===== src/rtl/serial_adder_pkg.sv =====
// Shared types for the bit-serial adder.
package serial_adder_pkg;

    typedef enum logic [1:0] {
        IDLE = 2'd0,
        RUN  = 2'd1,
        DONE = 2'd2
    } sadd_state_t;

endpackage


===== src/rtl/serial_adder_full_adder.sv =====
// Single-bit full adder cell driven one bit pair per cycle by serial_adder.
module serial_adder_full_adder (
    input  logic a,
    input  logic b,
    input  logic cin,
    output logic sum,
    output logic cout
);

    assign sum  = a ^ b ^ cin;
    assign cout = (a & b) | (cin & (a ^ b));

endmodule


===== src/rtl/serial_adder.sv =====
// Bit-serial WIDTH-bit adder: LSB-first through one full adder cell, carry held in a register,
// valid/ready handshakes on both sides.
module serial_adder
    import serial_adder_pkg::*;
#(
    parameter int unsigned WIDTH = 8
) (
    input  logic             clk,
    input  logic             rst_n,
    input  logic             in_valid,
    output logic             in_ready,
    input  logic [WIDTH-1:0] a,
    input  logic [WIDTH-1:0] b,
    input  logic             cin,
    output logic             out_valid,
    input  logic             out_ready,
    output logic [WIDTH-1:0] sum,
    output logic             cout
);

    localparam int unsigned CntW = $clog2(WIDTH);
    localparam logic [CntW-1:0] CntLast = CntW'(WIDTH - 1);

    sadd_state_t      state_q;
    logic [WIDTH-1:0] a_sh_q;
    logic [WIDTH-1:0] b_sh_q;
    logic [WIDTH-1:0] sum_sh_q;
    logic [WIDTH-1:0] sum_q;
    logic             carry_q;
    logic             cout_q;
    logic [CntW-1:0]  cnt_q;
    logic             fa_sum;
    logic             fa_cout;

    serial_adder_full_adder u_fa (
        .a    (a_sh_q[0]),
        .b    (b_sh_q[0]),
        .cin  (carry_q),
        .sum  (fa_sum),
        .cout (fa_cout)
    );

    always_ff @(posedge clk or negedge rst_n) begin
        if (!rst_n) begin
            state_q  <= IDLE;
            a_sh_q   <= '0;
            b_sh_q   <= '0;
            sum_sh_q <= '0;
            sum_q    <= '0;
            carry_q  <= 1'b0;
            cout_q   <= 1'b0;
            cnt_q    <= '0;
        end else begin
            unique case (state_q)
                IDLE: begin
                    if (in_valid) begin
                        a_sh_q  <= a;
                        b_sh_q  <= b;
                        carry_q <= cin;
                        cnt_q   <= '0;
                        state_q <= RUN;
                    end
                end
                RUN: begin
                    sum_sh_q <= {fa_sum, sum_sh_q[WIDTH-1:1]};
                    carry_q  <= fa_cout;
                    a_sh_q   <= a_sh_q >> 1;
                    b_sh_q   <= b_sh_q >> 1;
                    if (cnt_q == CntLast) begin
                        // Capture the final word directly so the result holds until the next op.
                        sum_q   <= {fa_sum, sum_sh_q[WIDTH-1:1]};
                        cout_q  <= fa_cout;
                        state_q <= DONE;
                    end else begin
                        cnt_q <= cnt_q + CntW'(1);
                    end
                end
                DONE: begin
                    if (out_ready) begin
                        state_q <= IDLE;
                    end
                end
                default: state_q <= IDLE;
            endcase
        end
    end

    assign in_ready  = (state_q == IDLE) & rst_n;
    assign out_valid = (state_q == DONE);
    assign sum       = sum_q;
    assign cout      = cout_q;

endmodule


===== config.mk =====
export PLATFORM = sky130hd
export DESIGN_NAME = serial_adder
export DESIGN_NICKNAME = d
export VERILOG_FILES = /design/src/rtl/serial_adder_pkg.sv /design/src/rtl/serial_adder_full_adder.sv /design/src/rtl/serial_adder.sv
export SDC_FILE = /design/constraint.sdc
export NUM_CORES = 1
export LEC_CHECK = 0
export ABC_CLOCK_PERIOD_IN_PS = 1300
export BUFFER_PORTS_ARGS = -buffer_cell sky130_fd_sc_hd__buf_2
export CAP_MARGIN = 40
export CORE_ASPECT_RATIO = 1.25
export CORE_MARGIN = 1
export CORE_UTILIZATION = 49
export CTS_CLUSTER_DIAMETER = 120
export DETAILED_ROUTE_END_ITERATION = 8
export GPL_TIMING_DRIVEN = 1
export HOLD_SLACK_MARGIN = 0.02
export PLACE_DENSITY = 0.85
export SLEW_MARGIN = 15
export SYNTH_ARGS = -nofsm -noshare
export SYNTH_HDL_FRONTEND = slang
export SYNTH_HIERARCHICAL = 1
export SYNTH_SLANG_ARGS = --single-unit
export TNS_END_PERCENT = 50

===== constraint.sdc =====
create_clock -name clk -period 1.3 [get_ports clk]
set_input_delay 0.13 -clock clk [delete_from_list [all_inputs] [get_ports clk]]
set_output_delay 0.13 -clock clk [all_outputs]
set_load 0.1 [all_outputs]

Word-level counts from Yosys, hierarchy flattened
Index checks and enable logic that the tools add are counted.
{"block": "totals", "inputBits": 21, "output_inout_bits": 11, "reg_bits": 39, "wordCells": 41}
{"block": "op_classes", "n_reduce_logical": 6, "bitwise_logic": 6, "eq_ne": 7, "add_sub_neg": 1, "n_mux": 13}
{"cell": "$pmux W8 S2", "count": 2}
{"cell": "$mux W8", "count": 2}
{"cell": "$mux W2", "count": 3}
{"cell": "$mux W3", "count": 2}
{"cell": "$ne A2 B2 Y1 const B", "count": 3}
{"cell": "$pmux W2 S3", "count": 1}
{"cell": "$pmux W3 S2", "count": 1}
{"cell": "$reduce_and A3 Y1", "count": 2}
{"cell": "$reduce_and A2 Y1", "count": 2}
{"cell": "$add A3 B1 Y3 const B", "count": 1}
{"cell": "$and A1 B1 Y1", "count": 3}
{"cell": "$eq A3 B3 Y1 const B", "count": 1}
{"cell": "$eq A2 B1 Y1 const B", "count": 1}
{"cell": "$eq A2 B2 Y1 const B", "count": 1}
{"cell": "$logic_not A2 Y1", "count": 1}
{"cell": "$ne A2 B1 Y1 const B", "count": 1}
{"cell": "$pmux W1 S2", "count": 1}
{"cell": "$reduce_bool A2 Y1", "count": 1}
{"cell": "$xor A1 B1 Y1", "count": 2}
{"cell": "$mux W1", "count": 1}
{"cell": "$or A1 B1 Y1", "count": 1}

Depth between registers and ports, before layout
Gate-level depths: netlist of run 1.
{"block": "depth", "ltp_word": 4, "mapped_depth": 6, "depth_no_buf": 5}

Modules after synthesis
The synthesis of run 1 kept the hierarchy.
{"module": "serial_adder", "n_inst": 1, "cells_per_inst": 134, "area_each_um2": 1756.7, "seq_area_each_um2": 950.9}
{"module": "serial_adder_full_adder", "n_inst": 1, "cells_per_inst": 1, "area_each_um2": 20.0, "seq_area_each_um2": 0.0}

Worst setup path after synthesis of run 1
No wires, ideal clock.
{"block": "synth_timing", "kind": "register to output", "startpoint": "reg state_q[1]", "endpoint": "out in_ready", "setup_slack_ns": -1.770, "required_ns": 1.170, "path_buffers": 2, "path_stages_with_launch": 4, "t_arrival_ns": 2.940, "path_cell_list": "dfrtp_1 buf_2 buf_2 nor3b_1"}
{"block": "synth_between", "elab_chain_len": 2}
{"item": "start: declaration", "line_no": "serial_adder.sv:24", "text": "sadd_state_t state_q;"}
{"item": "start signal: assignment", "line_no": "serial_adder.sv:45", "text": "state_q <= IDLE;"}
{"item": "start signal: assignment", "line_no": "serial_adder.sv:61", "text": "state_q <= RUN;"}
{"item": "start signal: assignment", "line_no": "serial_adder.sv:73", "text": "state_q <= DONE;"}
{"item": "$logic_not A2 Y1", "line_no": "serial_adder.sv:88", "text": "assign in_ready = (state_q == IDLE) & rst_n;"}
{"item": "$and A1 B1 Y1", "line_no": "serial_adder.sv:88"}
{"item": "end: declaration", "line_no": "serial_adder.sv:11", "text": "output logic in_ready,"}
Every way passes these cells.

Worst setup path after layout of run 1
Same ends and word-level chain as after synthesis.

==> metrics, run 1 <==
post-route cell area 2420 sq um; slowest CP cell sky130_fd_sc_hd__dfrtp_1; total of max-cap violations 0; critical path type register to primary output; EDFF count, synth 0; CTS tree done; number of levels in the clock H-tree 2; most instantiated library cell after synthesis sky130_fd_sc_hd__dfrtp_1; CP Data Required Time 1.17 ns; least setup slack across all paths after layout -0.0870 ns; critical path data arrival time 1.26 ns; maximum buffer depth of the clock tree 2; shortest period the worst path allows 1.39 ns; library cell with the largest summed area after synthesis sky130_fd_sc_hd__dfrtp_1; placed wire-length estimate 2.47 mm; post-synthesis to final-layout area growth 36.2%; clock group share of total power 12.2%; biggest area contributors in the synthesized netlist sky130_fd_sc_hd__dfrtp_1 (54%), sky130_fd_sc_hd__mux2_4 (11%), sky130_fd_sc_hd__o22a_1 (8.9%); kind of cell with the highest combined delay on the critical path flip-flops; # IOs 32; Via density 5.60; iteration-0 DRC count of the detailed router 42; Synth Area per Inst 13.2 sq um; CTS Root Buffer Type sky130_fd_sc_hd__clkbuf_8; die area 3870 sq um; proportion of total power due to net switching 43.1%; sequential fraction of the synthesis area 53.5%; Max Clock Skew 0.00706 ns; total number of nets in the final design 213; wire length per cell after detailed routing 16.9 microns; P_sw 2.94 mW; Critical path buffers and inverters 2; fraction of final layout cells sized beyond drive strength 1 52.1%; number of fill cells in the layout 239; fraction of registers with async set/reset 100%; Final ANT Viol Nets 0; total power divided by cell area 2820 nW/um^2; fraction of power consumed by combinational cells 56.6%; violations in the final reports setup timing; Worst setup SP type register; Achievable Freq 721 MHz; worst ir drop on vdd 2.45 mV; unrepaired setup endpoints after global routing true; final core occ 69.5%; Int Power 3.88 mW; Starting Density 51.0%; sequential power share 31.2%; register bit total from synthesis 38; Post-Syn Instances 135; Die Y 69.3 microns; Critical Path Sink Type primary output; final critical-path share of the clock period 107%; final setup fails 26; clock edge transition at the registers on the reported setup and hold paths 0.07 ns; gpl congestion 0.734; measured slew at the worst slew-check pin 0.485 ns; area of the core region 3480 sq um; Max Fanout on Critical Path 3; CTS buffer count 5; I/O Buffers 31; post-detailed-placement cell area 2110 sq um; Final Routed Wirelength 3.86 mm; ordered cell list for the critical path buf_12 -> nor3b_4 -> buf_12; maximum number of pins on one net before global-route repair 39; top cell type's share of synthesized area 53.5%; clock sink count 38; class of the most critical hold timing path input pin to register; number of global-route vias before repair 1358; result of the run finished, violations left; clock latency of the later-clocked register in the worst-skew pair 0.29 ns; post-synthesis instance area 1780 sq um; Final Hold Viols 0; wire length of the first global-routing pass 6.24 mm; site row count 24; synthesized net count 159; relative max-transition margin 67.9%; Die W 55.9 microns; most frequent cells after synthesis sky130_fd_sc_hd__dfrtp_1 (38), sky130_fd_sc_hd__o22a_1 (18), sky130_fd_sc_hd__mux2_4 (13), sky130_fd_sc_hd__nand2_1 (7); number of antenna violations at the first check in global routing 0; detailed-route via count 1283; Worst path most repeated cell sky130_fd_sc_hd__buf_12; Synthesis Warnings 6; DR pass1 iterations 4; total global routing track utilization 21.3%; r2r setup slk -0.06 ns; slowest stage delay, CP 0.42 ns; remaining routing DRC violations 0; diode insertion count for antenna repair 0; count of final max-slew check failures 0; GRT overflow 0; distinct cell type count after synthesis 29; Static Leakage 1.13 nW; Post-synth top flop sky130_fd_sc_hd__dfrtp_1
==> cells by family (layout without fill, tap and decap cells) <==
logic type      Yosys count  after routing  share of synthesized area, %
mux                      16             16                          12.9
flops                    38             38                          53.5
fa+ha+maj                 3              3                          2.54
compound gates           37             37                          16.4
simple gates             29             30                          10.4
buf+inv                  12             66                          4.23
==> per-layer routing <==
layer / wire length (microns) / global-route usage (%) / up-vias / share of wire [%]
met5: 0 / 0 / - / 0
met4: 106 / 8.13 / 0 / 2.7
met3: 151 / 6.53 / 10 / 3.9
met2: 2120 / 37.8 / 35 / 55
met1: 1490 / 23.8 / 629 / 39
li1: - / - / 609 / -
==> power groups by stage <==
stage | clock network [mW] | registers [mW] | logic (mW)
detailed placement | 0 | 2.14 | 3.41
finish | 0.833 | 2.12 | 3.86
CTS | 0.856 | 2.11 | 3.77
floorplan | 0 | 3.02 | 1.77
global placement | 0 | 2.10 | 3.28
global route | 0.900 | 2.18 | 4.09
==> cell usage in the layout, fill, tap and decap left out, drive strengths merged, types with 2 or more instances in the layout <==
| cell | instances |
|---|---|
| ha | 2 |
| a21oi | 3 |
| nand3 | 4 |
| nand2b | 3 |
| mux2 | 16 |
| o22a | 18 |
| buf | 54 |
| o21ai | 4 |
| a22oi | 6 |
| nor2 | 3 |
| clkinvlp | 2 |
| clkbuf | 6 |
| o2bb2ai | 3 |
| inv | 2 |
| nand2 | 9 |
| nor2b | 3 |
| nand3b | 4 |
| dfrtp | 38 |
==> worst register-to-register path: stages (launching register included) <==
cell and delay, ns:
sky130_fd_sc_hd__dfrtp_1 0.39, sky130_fd_sc_hd__ha_2 0.20, sky130_fd_sc_hd__ha_4 0.23, sky130_fd_sc_hd__buf_4 0.16, sky130_fd_sc_hd__nand2b_1 0.16, sky130_fd_sc_hd__a21oi_2 0.16
==> worst paths after layout <==
path                             from         end  depth (start not counted)
min in group asynchronous       rst_n  state_q[1]                          3
max in group asynchronous       rst_n      sum[5]                          3
min reg2reg                 b_sh_q[4]   b_sh_q[4]                          1
max                        state_q[1]    in_ready                          3
min                         out_ready  state_q[1]                          2
max reg2reg                  cnt_q[1]  state_q[0]                          5
==> area by class of cell <==
| class | count | area (sq um) | share of cell area, % |
|---|---|---|---|
| Tap cell | 39 | 48.8 | 2.02 |
| Clock inverter | 2 | 12.5 | 0.517 |
| Clock buffer | 6 | 82.6 | 3.41 |
| Inverter | 3 | 17.5 | 0.724 |
| Multi-Input combinational cell | 86 | 865 | 35.7 |
| Sequential cell | 38 | 951 | 39.3 |
| Timing Repair Buffer | 55 | 443 | 18.3 |
==> sequential cells by signal, indices dropped and copies added (netlist names) <==
signal    cells
sum_sh_q      7
a_sh_q        8
cout          1
carry_q       1
cnt_q         3
state_q       2
sum           8
b_sh_q        8
==> repair_timing <==
action                     CTS  global route
hold buffers                 1             0
buffers inserted            11             0
pin swaps                    3             4
hold endpoints to repair    38             0
setup endpoints to repair   25            37
gates cloned                 1             1
gates resized for setup     16            14
==> per-stage QoR <==
stage	hold slack [ns]	TNS [ns]	instances	setup WS [ns]	total power, mW
finish	0.0342	-0.868	229	-0.0870	6.82
detailed placement	0.234	-0.641	208	-0.0511	5.55
global route	0.0449	-1.85	229	-0.129	7.17
global placement	0.231	0	208	0.00420	5.39
floorplan	-0.166	-1.04	135	-0.354	4.79
CTS	0.0234	-0.714	229	-0.0988	6.74
Power figures use the tool's default switching activity.
==> inputs of run 2 (changes only) <==
Settings changed: SKIP_CTS_REPAIR_TIMING set to 1, SLEW_MARGIN 15 to not set.
==> run 2 against run 1 <==
The run still ends with setup timing left; via count increased by 1.9%; total power decreased by 0.70%; global-route usage decreased by 2.4 points; clock skew decreased by 0.00097 ns; non-clock buffer count unchanged; sequential power about the same; utilization decreased by 1.1 points; worst setup slack got worse by 0.046 ns; first-iteration DRC count decreased by 17%; combinational power decreased by 1%; sequential share of layout area increased by 0.67 points; critical path type unchanged; largest power group unchanged.
==> metrics, run 2 (synthesis results as in run 1) <==
Worst setup SP type register; post-detailed-placement cell area 2110 sq um; diode insertion count for antenna repair 0; Die W 55.9 microns; setup tns final -1.46 ns; Final ANT Viol Nets 0; critical path type register to primary output; total power of the final layout 6.77 mW; clock sink count 38; total power divided by cell area 2840 nW/um^2; count of final max-slew check failures 0; unrepaired setup endpoints after global routing true; post-placement worst setup slack -0.0511 ns; cell depth of the worst min-delay path 2; Via density 5.71; GRT overflow 0; start point of the worst min-delay path out_ready; post-route cell area 2380 sq um; # IOs 32; die area 3870 sq um; area of the core region 3480 sq um; total of max-cap violations 0; slowest CP cell sky130_fd_sc_hd__dfrtp_1; Max Fanout on Critical Path 4; Final Routed Wirelength 3.78 mm; gpl congestion 0.734; post-synthesis to final-layout area growth 34.1%; total number of nets in the final design 213; final setup fails 27; violations in the final reports setup timing; site row count 24; Starting Density 51.0%; iteration-0 DRC count of the detailed router 35; wire length per cell after detailed routing 16.5 microns; least setup slack across all paths after layout -0.133 ns; detailed-route via count 1307; result of the run finished, violations left; most common library cell in the layout ignoring fill and taps sky130_fd_sc_hd__dfrtp_1; total global routing track utilization 18.9%; CTS Root Buffer Type sky130_fd_sc_hd__clkbuf_8; Static Leakage 1.12 nW; ordered cell list for the critical path buf_6 -> inv_4 -> buf_12 -> nand2_4 -> clkinvlp_4 -> buf_12; remaining routing DRC violations 0; maximum buffer depth of the clock tree 2; placed wire-length estimate 2.47 mm; clock latency of the later-clocked register in the worst-skew pair 0.29 ns; number of global-route vias before repair 1285; number of levels in the clock H-tree 2; Final Hold Viols 0; Achievable Freq 698 MHz; launch instance of the worst register-to-register path state_q[0]; CTS tree done; shortest period the worst path allows 1.43 ns; top library cells by usage in the layout, fill and taps aside sky130_fd_sc_hd__dfrtp_1 (37), sky130_fd_sc_hd__buf_2 (29), sky130_fd_sc_hd__o22a_1 (18); Die Y 69.3 microns; I/O Buffers 31; CP Data Required Time 1.17 ns; Worst path most repeated cell sky130_fd_sc_hd__buf_12; number of antenna violations at the first check in global routing 0; logic depth of the worst register-to-register path 5; fraction of final layout cells sized beyond drive strength 1 50.5%; worst ir drop on vdd 2.69 mV; relative max-transition margin 67.9%; r2r setup slk -0.10 ns; Hold Crit Endpoint state_q[1]; CTS buffer count 5; wire length of the first global-routing pass 5.61 mm; slowest stage delay, CP 0.40 ns; clock edge transition at the registers on the reported setup and hold paths 0.07 ns; worst reg2reg path endpoint sum[1]; DR pass1 iterations 4; Post-Route Hold Slack 0.0335 ns; maximum number of pins on one net before global-route repair 39; Max Clock Skew 0.00609 ns; measured slew at the worst slew-check pin 0.485 ns; critical path data arrival time 1.30 ns; final critical-path share of the clock period 110%; Critical Path Sink Type primary output; class of the most critical hold timing path input pin to register
[run 2: cell counts in the layout (fill, tap and decap cells not counted)]
No cell type changed its count.
[run 2: area by class of cell]
| class | count | area, sq um |
|---|---|---|
| repair buffers | 55 | 424 |
| fillers | 247 | 1100 |
| flip-flops and latches | 38 | 952 |
| inverters | 3 | 17.5 |
| clock inverters | 2 | 12.5 |
| multi-input cells | 86 | 845 |
| well taps | 39 | 48.8 |
| clock buffers | 6 | 82.6 |
[run 2: layer usage]
metal | share of wire (%) | global-route usage (%) | up-vias
met5 | 0 | 0 | -
met4 | 2.0 | 8.94 | 0
met3 | 4.2 | 5.97 | 8
met2 | 54 | 32.4 | 37
met1 | 40 | 21.3 | 655
li1 | - | - | 607
[run 2: through the flow]
stage,instances,utilization [%]
2_1_floorplan,135,-
3_3_place_gp,208,60.5
3_5_place_dp,208,60.5
4_1_cts,216,63.2
5_1_grt,229,68.4
6_report,229,68.4
[run 2: how the worst max path moves through the flow]
stage / cells past startpoint / to / slack (ns) / from
global route: 6 / out_valid / -0.17 / state_q[0]
floorplan: 3 / in_ready / -0.35 / state_q[1]
finish: 6 / out_valid / -0.13 / state_q[0]
detailed placement: 3 / b_sh_q[6] / -0.05 / state_q[0]
global placement: 4 / cout / 0.004 / cnt_q[1]
CTS: 6 / out_valid / -0.31 / state_q[0]
[run 2: worst max-delay path: cells and delay by family (launching register included)]
family | cells | cell delay, ns
and+or+nand+nor | 1 | 0.06
buffers and inverters | 5 | 0.56
DFF | 1 | 0.40
[run 2: power breakdown]
group | internal, mW | switching (mW)
logic | 1.69 | 2.12
registers | 1.75 | 0.371
clock network | 0.426 | 0.412
